--- src/rtl/img_loader_pkg.sv ---
// Shared types and widths for the image loader: the FSM state encoding and
// the SRAM / pixel geometry used by image_loader and pixel_packer.
package img_loader_pkg;

   localparam int ADDR_W       = 12;
   localparam int DATA_W       = 32;
   localparam int PIX_W        = 8;
   localparam int PIX_PER_WORD = 4;
   localparam int LANE_W       = $clog2(PIX_PER_WORD);

   typedef enum logic [1:0] {
      IDLE  = 2'd0,
      FILL  = 2'd1,
      FLUSH = 2'd2,
      DONE  = 2'd3
   } loader_state_t;

endpackage

--- src/rtl/pixel_packer.sv ---
// Byte-lane packer: inserts each accepted pixel into the next lane of a
// 32-bit word (lane 0 = bits [7:0]). word_ready pulses in the cycle the
// word completes, either on its 4th byte or early on flush. Lanes above
// the flushed pixel are already zero because the register clears after
// every emitted word, so an early flush comes out zero-padded.
module pixel_packer
   import img_loader_pkg::*;
(
   input  logic              clk,
   input  logic              reset,
   input  logic              clear,
   input  logic              push,
   input  logic [PIX_W-1:0]  push_data,
   input  logic              flush,
   output logic              word_ready,
   output logic [DATA_W-1:0] word_data,
   output logic [LANE_W-1:0] byte_idx
);

   logic [DATA_W-1:0] pack_q;
   logic [LANE_W-1:0] lane_q;

   // Current word with the incoming pixel dropped into its lane
   always_comb begin
      word_data = pack_q;
      for (int i = 0; i < PIX_PER_WORD; i++) begin
         if (lane_q == LANE_W'(i)) begin
            word_data[i*PIX_W +: PIX_W] = push_data;
         end
      end
      word_ready = push && (flush || (lane_q == LANE_W'(PIX_PER_WORD - 1)));
   end

   // Pack register and lane counter; both restart after each emitted word
   always_ff @(posedge clk or posedge reset) begin
      if (reset) begin
         pack_q <= '0;
         lane_q <= '0;
      end else if (clear) begin
         pack_q <= '0;
         lane_q <= '0;
      end else if (push) begin
         if (word_ready) begin
            pack_q <= '0;
            lane_q <= '0;
         end else begin
            pack_q <= word_data;
            lane_q <= lane_q + LANE_W'(1);
         end
      end
   end

   assign byte_idx = lane_q;

endmodule

--- src/rtl/image_loader.sv ---
// Image loader: accepts an 8-bit pixel stream, packs four pixels per word
// and writes the words into the image-buffer SRAM starting at BUF_BASE.
// Flags image_buffer_valid once the image is stored and holds it until the
// hash engine reports hash_calc_done.
// Optional feature: define IMG_LOADER_CHECKSUM_EN to get a 16-bit
// wrap-around pixel sum on image_checksum; otherwise it is tied to zero.
module image_loader
   import img_loader_pkg::*;
#(
   parameter int                IMAGE_WORDS = 256,
   parameter logic [ADDR_W-1:0] BUF_BASE    = 12'h000
)(
   input  logic              clk,
   input  logic              reset,
   input  logic              load_start,
   input  logic              pix_valid,
   input  logic [PIX_W-1:0]  pix_data,
   input  logic              pix_last,
   output logic              pix_ready,
   output logic [ADDR_W-1:0] buffer_A1,
   output logic [DATA_W-1:0] buffer_I1,
   output logic              buffer_WEB1,
   output logic              image_buffer_valid,
   input  logic              hash_calc_done,
   output logic              err_len,
   output logic [15:0]       image_checksum
);

   localparam int WIDX_W = ADDR_W + 1;

   loader_state_t     state_q, next_state;
   logic [WIDX_W-1:0] word_idx;
   logic              accept, is_final, end_image, set_err, start_load;
   logic              word_ready;
   logic [DATA_W-1:0] word_data;
   logic [LANE_W-1:0] byte_idx;

   pixel_packer u_packer (
      .clk        (clk),
      .reset      (reset),
      .clear      (start_load),
      .push       (accept),
      .push_data  (pix_data),
      .flush      (pix_last),
      .word_ready (word_ready),
      .word_data  (word_data),
      .byte_idx   (byte_idx)
   );

   // State register
   always_ff @(posedge clk or posedge reset) begin
      if (reset) begin
         state_q <= IDLE;
      end else begin
         state_q <= next_state;
      end
   end

   // Next-state logic and image-end / length-error detection
   always_comb begin
      next_state = state_q;
      start_load = (state_q == IDLE) && load_start;
      accept     = pix_valid && pix_ready;
      is_final   = (word_idx == WIDX_W'(IMAGE_WORDS - 1)) &&
                   (byte_idx == LANE_W'(PIX_PER_WORD - 1));
      end_image  = accept && (is_final || pix_last);
      set_err    = accept && (is_final != pix_last);
      unique case (state_q)
         IDLE:    if (load_start)     next_state = FILL;
         FILL:    if (end_image)      next_state = FLUSH;
         FLUSH:                       next_state = DONE;
         DONE:    if (hash_calc_done) next_state = IDLE;
         default:                     next_state = IDLE;
      endcase
   end

   // Registered outputs: handshake, SRAM write port, status flags
   always_ff @(posedge clk or posedge reset) begin
      if (reset) begin
         pix_ready          <= 1'b0;
         buffer_A1          <= '0;
         buffer_I1          <= '0;
         buffer_WEB1        <= 1'b1;
         image_buffer_valid <= 1'b0;
         err_len            <= 1'b0;
         word_idx           <= '0;
      end else begin
         pix_ready          <= (next_state == FILL);
         buffer_WEB1        <= !word_ready;
         image_buffer_valid <= (state_q == DONE) && !hash_calc_done;
         if (word_ready) begin
            buffer_A1 <= BUF_BASE + word_idx[ADDR_W-1:0];
            buffer_I1 <= word_data;
            word_idx  <= word_idx + WIDX_W'(1);
         end
         if (start_load) begin
            word_idx <= '0;
            err_len  <= 1'b0;
         end else if (set_err) begin
            err_len <= 1'b1;
         end
      end
   end

`ifdef IMG_LOADER_CHECKSUM_EN
   logic [15:0] checksum_q;

   // Running 16-bit sum of accepted pixels, restarted by each new image
   always_ff @(posedge clk or posedge reset) begin
      if (reset) begin
         checksum_q <= '0;
      end else if (start_load) begin
         checksum_q <= '0;
      end else if (accept) begin
         checksum_q <= checksum_q + 16'(pix_data);
      end
   end

   assign image_checksum = checksum_q;
`else
   assign image_checksum = '0;
`endif

endmodule

--- config.mk ---
export PLATFORM = sky130hd
export DESIGN_NAME = image_loader
export DESIGN_NICKNAME = d
export VERILOG_FILES = /design/src/rtl/img_loader_pkg.sv /design/src/rtl/pixel_packer.sv /design/src/rtl/image_loader.sv
export SDC_FILE = /design/constraint.sdc
export NUM_CORES = 1
export LEC_CHECK = 0
export BUFFER_PORTS_ARGS = -buffer_cell sky130_fd_sc_hd__buf_2
export CAP_MARGIN = 40
export CORE_UTILIZATION = 55
export CTS_CLUSTER_SIZE = 16
export DETAILED_ROUTE_END_ITERATION = 8
export GPL_ROUTABILITY_DRIVEN = 0
export PLACE_DENSITY = 0.79
export SYNTH_ARGS = -nofsm -noshare
export SYNTH_HDL_FRONTEND = slang
export SYNTH_SLANG_ARGS = --single-unit
export TNS_END_PERCENT = 100
--- constraint.sdc ---
create_clock -name clk -period 3.6 [get_ports clk]
set_input_delay 0.18 -clock clk [delete_from_list [all_inputs] [get_ports clk]]
set_output_delay 0.18 -clock clk [all_outputs]
set_load 0.005 [all_outputs]
==> impl_metrics.ini, run 1 <==
[synth]
synthesis.area_um2 = 4370
synth_area_leaders = dfrtp_1 55%, mux2i_1 7.3%, nand2_1 6.2%
synth_top_area_share_pct = 54.97
yosys.area.top_type = dfrtp_1
async_reset_ff_share_pct = 100.0
yosysSeqAreaShare_pct = 55.57
yosysUniqueCellTypes = 37
synth.ff_latch_count = 97
synth.most_common_cell = dfrtp_1
ys_warn_count = 0
synth_flop_cell = dfrtp_1
syn_avg_cell_area_um2 = 10.36
syn_inst = 422
synth_edf_count = 0
synth_commonest_cells = 96 x dfrtp_1, 72 x nand2_1, 41 x nor2_1

[timing]
hold_slack_ps = 198.8
final-max-slew-violation-count = 0
fmax_mhz = 404.5
hold_viol = 0
rsz0062_at_grt = false
skew_ps = 11.71
slew_headroom_pct = 54.62
tns_ps = 0
layout_setup_ws_ps = 1128
worstMarginPinSlew_ps = 680.7
fin_crit_sh_pct = 68.67
setup_viol = 0
min_period_ps = 2472

[finish]
nets = 493
synthToLayoutAreaGrowth_pct = 10.91
antenna_cells = 0
final_area_um2 = 4847
n_fill_cell = 664
drive_above_1_share_pct = 19.46

[global_route]
grt_pass1_wl_um = 14690
grt_max_degree = 55
grt_pass1_vias = 3045
track_usage_pct = 22.52
grt_overflow = 0
grt_antenna_before_repair = 0

[cts]
cts_inserted_buffers = 9
h-tree-depth = 3
cts_buffer_depth = 2
cts_sinks = 97
cts_root_buffer = clkbuf_8
clock_latency_ps = 360
cts_tree = yes
clk_pin_slew_ps = 90

[power]
p_leak_uw = 0.002457
power.density_nw_per_um2 = 625.9
power_uw = 3034
vdd_drop_max_uv = 258.8

[die]
die_w_um = 91.14
start_util_pct = 56.85
io_pins = 78
rows = 32
die_h_um = 91.14
dieArea_um2 = 8307
floorplan.core_area_um2 = 7687

[worst_setup_path]
cp_slowest_cell = buf_4
critical_path_arrival_ps = 2750
worstSetupEndpointType = flip-flop
crit_type = reg2reg
cp_cell_sequence = ha_1 > o211a_4 > inv_2 > buf_4 > nand2_1 > a21oi_1
cpPeakStageDelay_ps = 490
critPathMaxFanout = 54
critPathLaunchType = flip-flop
worstPathRequired_ps = 3880

[place]
dpl-instance-area_um2 = 4643
dp.final_hpwl_um = 5864
io_buffers = 61
pre_cts_slack_ps = 1115

[status]
status = completed

[drt]
ant_nets = 0
dr.pass1.iters = 4
vias = 3131
wire_per_inst_um = 14.63
via_per_inst = 5.398
wl_um = 8488
route.detailed.drc = 0
drtIter0Drc = 157

[hold_path]
hp-class = in2reg

[run]
drv_cap = 0
-- power breakdown --
group          leakage [uW]  internal, uW  total (uW)  switching (uW)
combinational       0.00106           373         870             497
clock             0.0000886           289         653             363
sequential          0.00131          1340        1510             170
total               0.00246          2000        3030            1030
-- worst paths after layout --
| check | start | end | slack [ps] | depth (start not counted) |
|---|---|---|---|---|
| max | u_packer.byte_idx[0] | word_idx[1] | 1130 | 6 |
| min | pix_data[6] | u_packer.pack_q[14] | 200 | 3 |
| max reg2reg | u_packer.byte_idx[0] | word_idx[1] | 1130 | 6 |
| min reg2reg | buffer_I1[12] | buffer_I1[12] | 480 | 2 |
| max in group asynchronous | reset | u_packer.pack_q[18] | 2310 | 4 |
| min in group asynchronous | reset | buffer_I1[28] | 430 | 3 |
-- metrics by stage --
| stage | std cells | utilization (%) |
|---|---|---|
| floorplan | 437 | - |
| finish | 580 | 63.05 |
| CTS | 580 | 63.05 |
| global route | 580 | 63.05 |
| global placement | 562 | 60.40 |
| detailed placement | 562 | 60.40 |
-- cells in the final DEF, fill, tap and decap left out, types with 2 or more instances in the layout --
cell type      instances
and3_1                11
o21ai_2                3
a22oi_1               24
or2_2                  2
nand2b_1               2
nor4_4                 2
nand4_1                5
o21ai_0               36
clkinvlp_4             2
nor4_1                 2
buf_2                 61
mux2i_1               32
nand3_1                4
dlygate4sd3_1          2
buf_4                  4
xor2_1                 2
a31oi_1                2
clkbuf_8              11
ha_1                   6
a21oi_1                7
nor2_1                41
nor3_1                 5
xnor2_1                8
clkinv_2               2
dfrtp_1               96
inv_1                  5
conb_1                16
nand2_1               72
and2_1                 2
-- area by class of cell --
class	instances	area, um^2	share of cell area [%]
multi-input cells	291	1724	35.57
repair buffers	67	355.3	7.331
clock buffers	12	155.1	3.201
clock inverters	4	28.78	0.5937
inverters	7	27.53	0.5679
flip-flops and latches	97	2429	50.10
well taps	102	127.6	2.633
-- per-layer routing --
layer  track usage, %  wire [um]  share of wire (%)
met1            30.73       3761                 44
met2            35.92       4095                 48
met3            4.941        480                5.7
met4            7.540        150                1.8
met5                0          0                  0
-- flip-flops by register name (all words and copies together), names as in the netlist --
register / flops
buffer_A1: 12
buffer_I1: 32
buffer_WEB1: 1
err_len: 1
image_buffer_valid: 1
pix_ready: 1
state_q: 2
u_packer.byte_idx: 2
u_packer.pack_q: 32
word_idx: 13
-- kinds of logic (layout without fill, tap and decap cells) --
kind of cell	Yosys count	count (layout)	share of synthesized area (%)
AND/OR/NAND/NOR	151	151	15.69
multiplexers	32	32	7.329
XOR/XNOR	10	10	2.004
other	1	16	0.08580
adder cells (fa/ha/maj)	6	6	1.718
AO/OA/AOI/OAI	76	76	11.34
flip-flops	97	97	55.57
buffers and inverters	49	90	6.269
-- repair_timing --
| action | in CTS | in global routing |
|---|---|---|
| setup buffers | 0 | 0 |
| hold buffers | 2 | 0 |
| hold endpoints to repair | 36 | 0 |
| resized for setup | 0 | 0 |
-- critical path: cells and delay by family, from the launching register on --
kind	cells	cell delay, ps
AO/OA/AOI/OAI	2	560
buffers and inverters	2	840
AND/OR/NAND/NOR	1	100
adder cells (fa/ha/maj)	1	450
flip-flops	1	430
Note: power is estimated with default switching activity, not from simulation.
==> run 2: changes to the inputs <==
==> constraint.sdc (replaced) <==
create_clock -name clk -period 2.6 [get_ports clk]
set_input_delay 0.13 -clock clk [delete_from_list [all_inputs] [get_ports clk]]
set_output_delay 0.13 -clock clk [all_outputs]
set_load 0.005 [all_outputs]
==> impl_metrics.ini, run 2 (same netlist as run 1, synthesis figures left out) <==
[status]
status = completed

[drt]
vias = 3077
route.detailed.drc = 0
dr.pass1.iters = 4
wl_um = 8470
wire_per_inst_um = 14.55
via_per_inst = 5.287
drtIter0Drc = 190
ant_nets = 0

[die]
dieArea_um2 = 8307
die_h_um = 91.14
start_util_pct = 56.85
rows = 32
die_w_um = 91.14
io_pins = 78
floorplan.core_area_um2 = 7687

[power]
vdd_drop_max_uv = 362.3
power_frac_comb_pct = 28.8
clkPwrFrac_pct = 21.1
p_int_uw = 2752
swShare_pct = 34.25
p_leak_uw = 0.002457
power.density_nw_per_um2 = 862.3
power_frac_seq_pct = 50.1
p_switching_uw = 1434

[global_route]
grt_antenna_before_repair = 0
grt_max_degree = 55
grt_pass1_wl_um = 14540
grt_overflow = 0
grt_pass1_vias = 2943
track_usage_pct = 22.54

[finish]
final_common_cell = dfrtp_1
antenna_cells = 0
drive_above_1_share_pct = 19.58
synthToLayoutAreaGrowth_pct = 11.08
nets = 495
layout_common_cells = 96 x dfrtp_1, 72 x nand2_1, 61 x buf_2, 41 x nor2_1, 36 x o21ai_0
final_area_um2 = 4855
final_util_pct = 63.15
largest_registers = buffer_I1 x32, u_packer.pack_q x32, word_idx x13
fin_cells = 582

[place]
dpl-instance-area_um2 = 4661
dp.cells = 564
dp.final_hpwl_um = 5713
io_buffers = 61

[timing]
tns_ps = 0
hold_viol = 0
skew_ps = 11.73
final-max-slew-violation-count = 0
fmax_mhz = 512.9
min_period_ps = 1950
hold_slack_ps = 124.9
fin_crit_sh_pct = 74.98
setup_viol = 0
slew_headroom_pct = 55.69
rsz0062_at_grt = false
worstMarginPinSlew_ps = 664.6

[cts]
h-tree-depth = 3
clock_latency_ps = 360
cts_root_buffer = clkbuf_8
cts_tree = yes
cts_inserted_buffers = 9
clk_pin_slew_ps = 90
cts_buffer_depth = 2
cts_sinks = 97
postCtsSetupRepairBufs = 0
cts_resized = 0
cts-hold-fix-buffers = 2

[worst_setup_path]
worstPathRequired_ps = 2830
crit_path_start = word_idx[0]
cp_slowest_cell = dfrtp_1
worstSetupEndpointType = flip-flop
cp_cell_sequence = ha_1 > nand2_1 > nor3b_1 > nand4_1 > ha_1 > and3b_1 > a21oi_1 > nor2_1 > a31oi_1
cpPeakStageDelay_ps = 430
cpMostUsedCell = ha_1
crit_type = reg2reg
critPathLaunchType = flip-flop
critPathCapture = state_q[0]
r2r_cells = 9
reg2reg_slack_ps = 650
r2r_end = state_q[0]
r2r_start = word_idx[0]
critical_path_arrival_ps = 2180
critPathMaxFanout = 6

[hold_path]
hp-class = in2reg

[run]
drv_cap = 0
[run 2: changes by cell type in the layout (fill, tap and decap cells not counted)]
cell,previous run,this run
clkbuf_1,1,2
clkinvlp_4,2,3
buf_4,4,6
clkinv_2,2,1
clkbuf_8,11,10
[run 2: worst max-delay path, delay by kind of cell, from the launching register on]
kind                       cells  cell delay, ps
and+or+nand+nor                5             860
DFF                            1             430
adders and majority gates      2             400
AOI/OAI and AO/OA              2             120
[run 2: final cells by class]
class | instances | area [um^2]
Fill cell | 672 | 2833
Sequential cell | 97 | 2429
Multi-Input combinational cell | 291 | 1724
Timing Repair Buffer | 69 | 370.4
Clock buffer | 12 | 145.1
Tap cell | 102 | 127.6
Inverter | 7 | 30.03
Clock inverter | 4 | 28.78
[run 2: through the flow]
step | power (uW) | setup slack, ps
finish | 4186 | 650.4
global route | 4478 | 481.5
CTS | 4225 | 649.7
detailed placement | 3347 | 671.3
global placement | 3284 | 722.5
floorplan | 2956 | 799.9
[run 2: layer usage]
metal	vias to the layer above	global-route usage [%]	wire [um]
li1	1509	-	-
met1	1482	31.78	3970
met2	75	35.16	3949
met3	11	4.439	433
met4	0	7.540	117
met5	-	0	0
[run 2: worst min-delay path by stage]
stage | to | slack (ps) | cells past startpoint | startpoint
after floorplan | image_buffer_valid | 200 | 1 | hash_calc_done
after global placement | err_len | 130 | 2 | reset
after detailed placement | buffer_A1[8] | 130 | 2 | reset
after CTS | u_packer.pack_q[22] | 120 | 3 | pix_data[6]
after global routing | u_packer.pack_q[22] | 130 | 3 | pix_data[6]
final | u_packer.pack_q[22] | 120 | 3 | pix_data[6]
[run 2: power by group through the flow]
stage	combinational, uW	sequential (uW)	clock [uW]
after floorplan	862	2090	0
after global placement	1180	2110	0
after detailed placement	1220	2130	0
after CTS	1220	2100	906
after global routing	1370	2140	965
final	1210	2100	885
==> run 3: changes to the inputs <==
==> constraint.sdc (replaced) <==
create_clock -name clk -period 1.8 [get_ports clk]
set_input_delay 0.09 -clock clk [delete_from_list [all_inputs] [get_ports clk]]
set_output_delay 0.09 -clock clk [all_outputs]
set_load 0.005 [all_outputs]
==> impl_metrics.ini, run 3 (same netlist as run 1, synthesis figures left out) <==
[finish]
seqCellArea_um2 = 2431
final_area_um2 = 5089
largest_registers = buffer_I1 x32, u_packer.pack_q x32, word_idx x13
antenna_cells = 0
fin_cells = 598
synthToLayoutAreaGrowth_pct = 16.43
n_fill_cell = 638
multi_input_area_um2 = 1787
final_common_cell = dfrtp_1
drive_above_1_share_pct = 23.99
nets = 511
layout_common_cells = 94 x dfrtp_1, 72 x nand2_1, 61 x buf_2, 41 x nor2_1, 36 x o21ai_0

[drt]
drtIter0Drc = 221
wire_per_inst_um = 14.74
via_per_inst = 5.344
ant_nets = 0
wl_um = 8814
route.detailed.drc = 0
dr.pass1.iters = 5
vias = 3196

[cts]
cts_sinks = 97
clock_latency_ps = 370
cts_buffer_depth = 2
cts_root_buffer = clkbuf_8
h-tree-depth = 3
cts_tree = yes
cts_inserted_buffers = 9
clk_pin_slew_ps = 90

[global_route]
grt_pass1_vias = 3025
grt_max_degree = 47
grt_pass1_wl_um = 14450
grt_antenna_before_repair = 0
track_usage_pct = 22.21
grt_overflow = 0

[timing]
fin_crit_sh_pct = 95.47
fmax_mhz = 581.9
final-max-slew-violation-count = 0
skew_ps = 9.209
setup_viol = 0
hold_viol = 0
min_period_ps = 1719
rsz0062_at_grt = true

[worst_setup_path]
reg2reg_slack_ps = 80
worstPathRequired_ps = 2100
r2r_start = pix_ready
r2r_end = u_packer.pack_q[15]
critical_path_arrival_ps = 2020
crit_path_start = pix_ready
r2r_cells = 4
critPathCapture = u_packer.pack_q[15]
worstSetupEndpointType = flip-flop
critPathLaunchType = flip-flop
crit_type = reg2reg
critPathMaxFanout = 8

[power]
vdd_drop_max_uv = 495.6
p_leak_uw = 0.002571
power.density_nw_per_um2 = 1250

[die]
die_w_um = 91.14
die_h_um = 91.14
rows = 32
dieArea_um2 = 8307
io_pins = 78
floorplan.core_area_um2 = 7687
start_util_pct = 56.85

[place]
dp.cells = 579
dp.final_hpwl_um = 5945
io_buffers = 61
dpl-instance-area_um2 = 4801

[hold_path]
hold_path_startpoint = pix_data[6]
hold_depth = 3
hp-class = in2reg

[run]
drv_cap = 0

[status]
status = completed
-- run 3: changes by cell type in the layout (fill, tap and decap cells not counted), sizes merged --
cell and delta:
bufinv +1, clkbuf -3, buf +16, inv +1
clkinv +2, clkinvlp -1
-- run 3: worst min path at each step --
stage,endpoint
final,u_packer.pack_q[22]
after global routing,u_packer.pack_q[22]
after CTS,u_packer.pack_q[22]
after detailed placement,state_q[0]
after global placement,image_buffer_valid
after floorplan,image_buffer_valid
-- run 3: worst max-delay path, cell delays in order, from the launching register on --
cell	delay, ps
dfrtp_1	490
and2_1	480
and3_1	420
a22oi_1	130
nor2_1	120
-- run 3: final cells by class --
cell class	instances	area share (%)
well taps	102	2.508
clock buffers	9	2.434
inverters	7	0.5901
clock inverters	7	1.377
flip-flops and latches	97	47.77
repair buffers	85	10.20
multi-input cells	291	35.11
-- run 3: where the power goes --
group          total, uW  switching [uW]  internal (uW)
clock               1410             767            642
sequential          3020             334           2680
combinational       1940            1060            871
total               6360            2170           4200
-- run 3: layer usage --
| metal | global-route usage, % | routed length (um) | part of all wire (%) |
|---|---|---|---|
| met5 | 0 | 0 | 0 |
| met3 | 3.266 | 338 | 3.8 |
| met4 | 8.333 | 137 | 1.6 |
| met1 | 30.17 | 4136 | 47 |
| met2 | 36.36 | 4202 | 48 |
-- run 3: repair_timing --
action,in CTS,in global routing
buffers inserted,0,1
endpoints found under the setup margin,7,53
hold buffers,2,0
resized for setup,1,13
pin swaps,0,3
endpoints found under the hold margin,47,0
-- run 3: through the flow --
stage	utilization (%)	setup TNS (ps)	total power [uW]	hold WS, ps	setup slack [ps]
floorplan	-	0	4272	156.1	20.56
finish	66.19	0	6361	84.21	81.47
detailed placement	62.45	-25.69	4926	75.61	-25.69
global placement	62.45	0	4843	72.52	84.92
CTS	65.33	-60.82	6351	79.80	-31.50
global route	66.19	-88.18	6772	110.7	-53.15
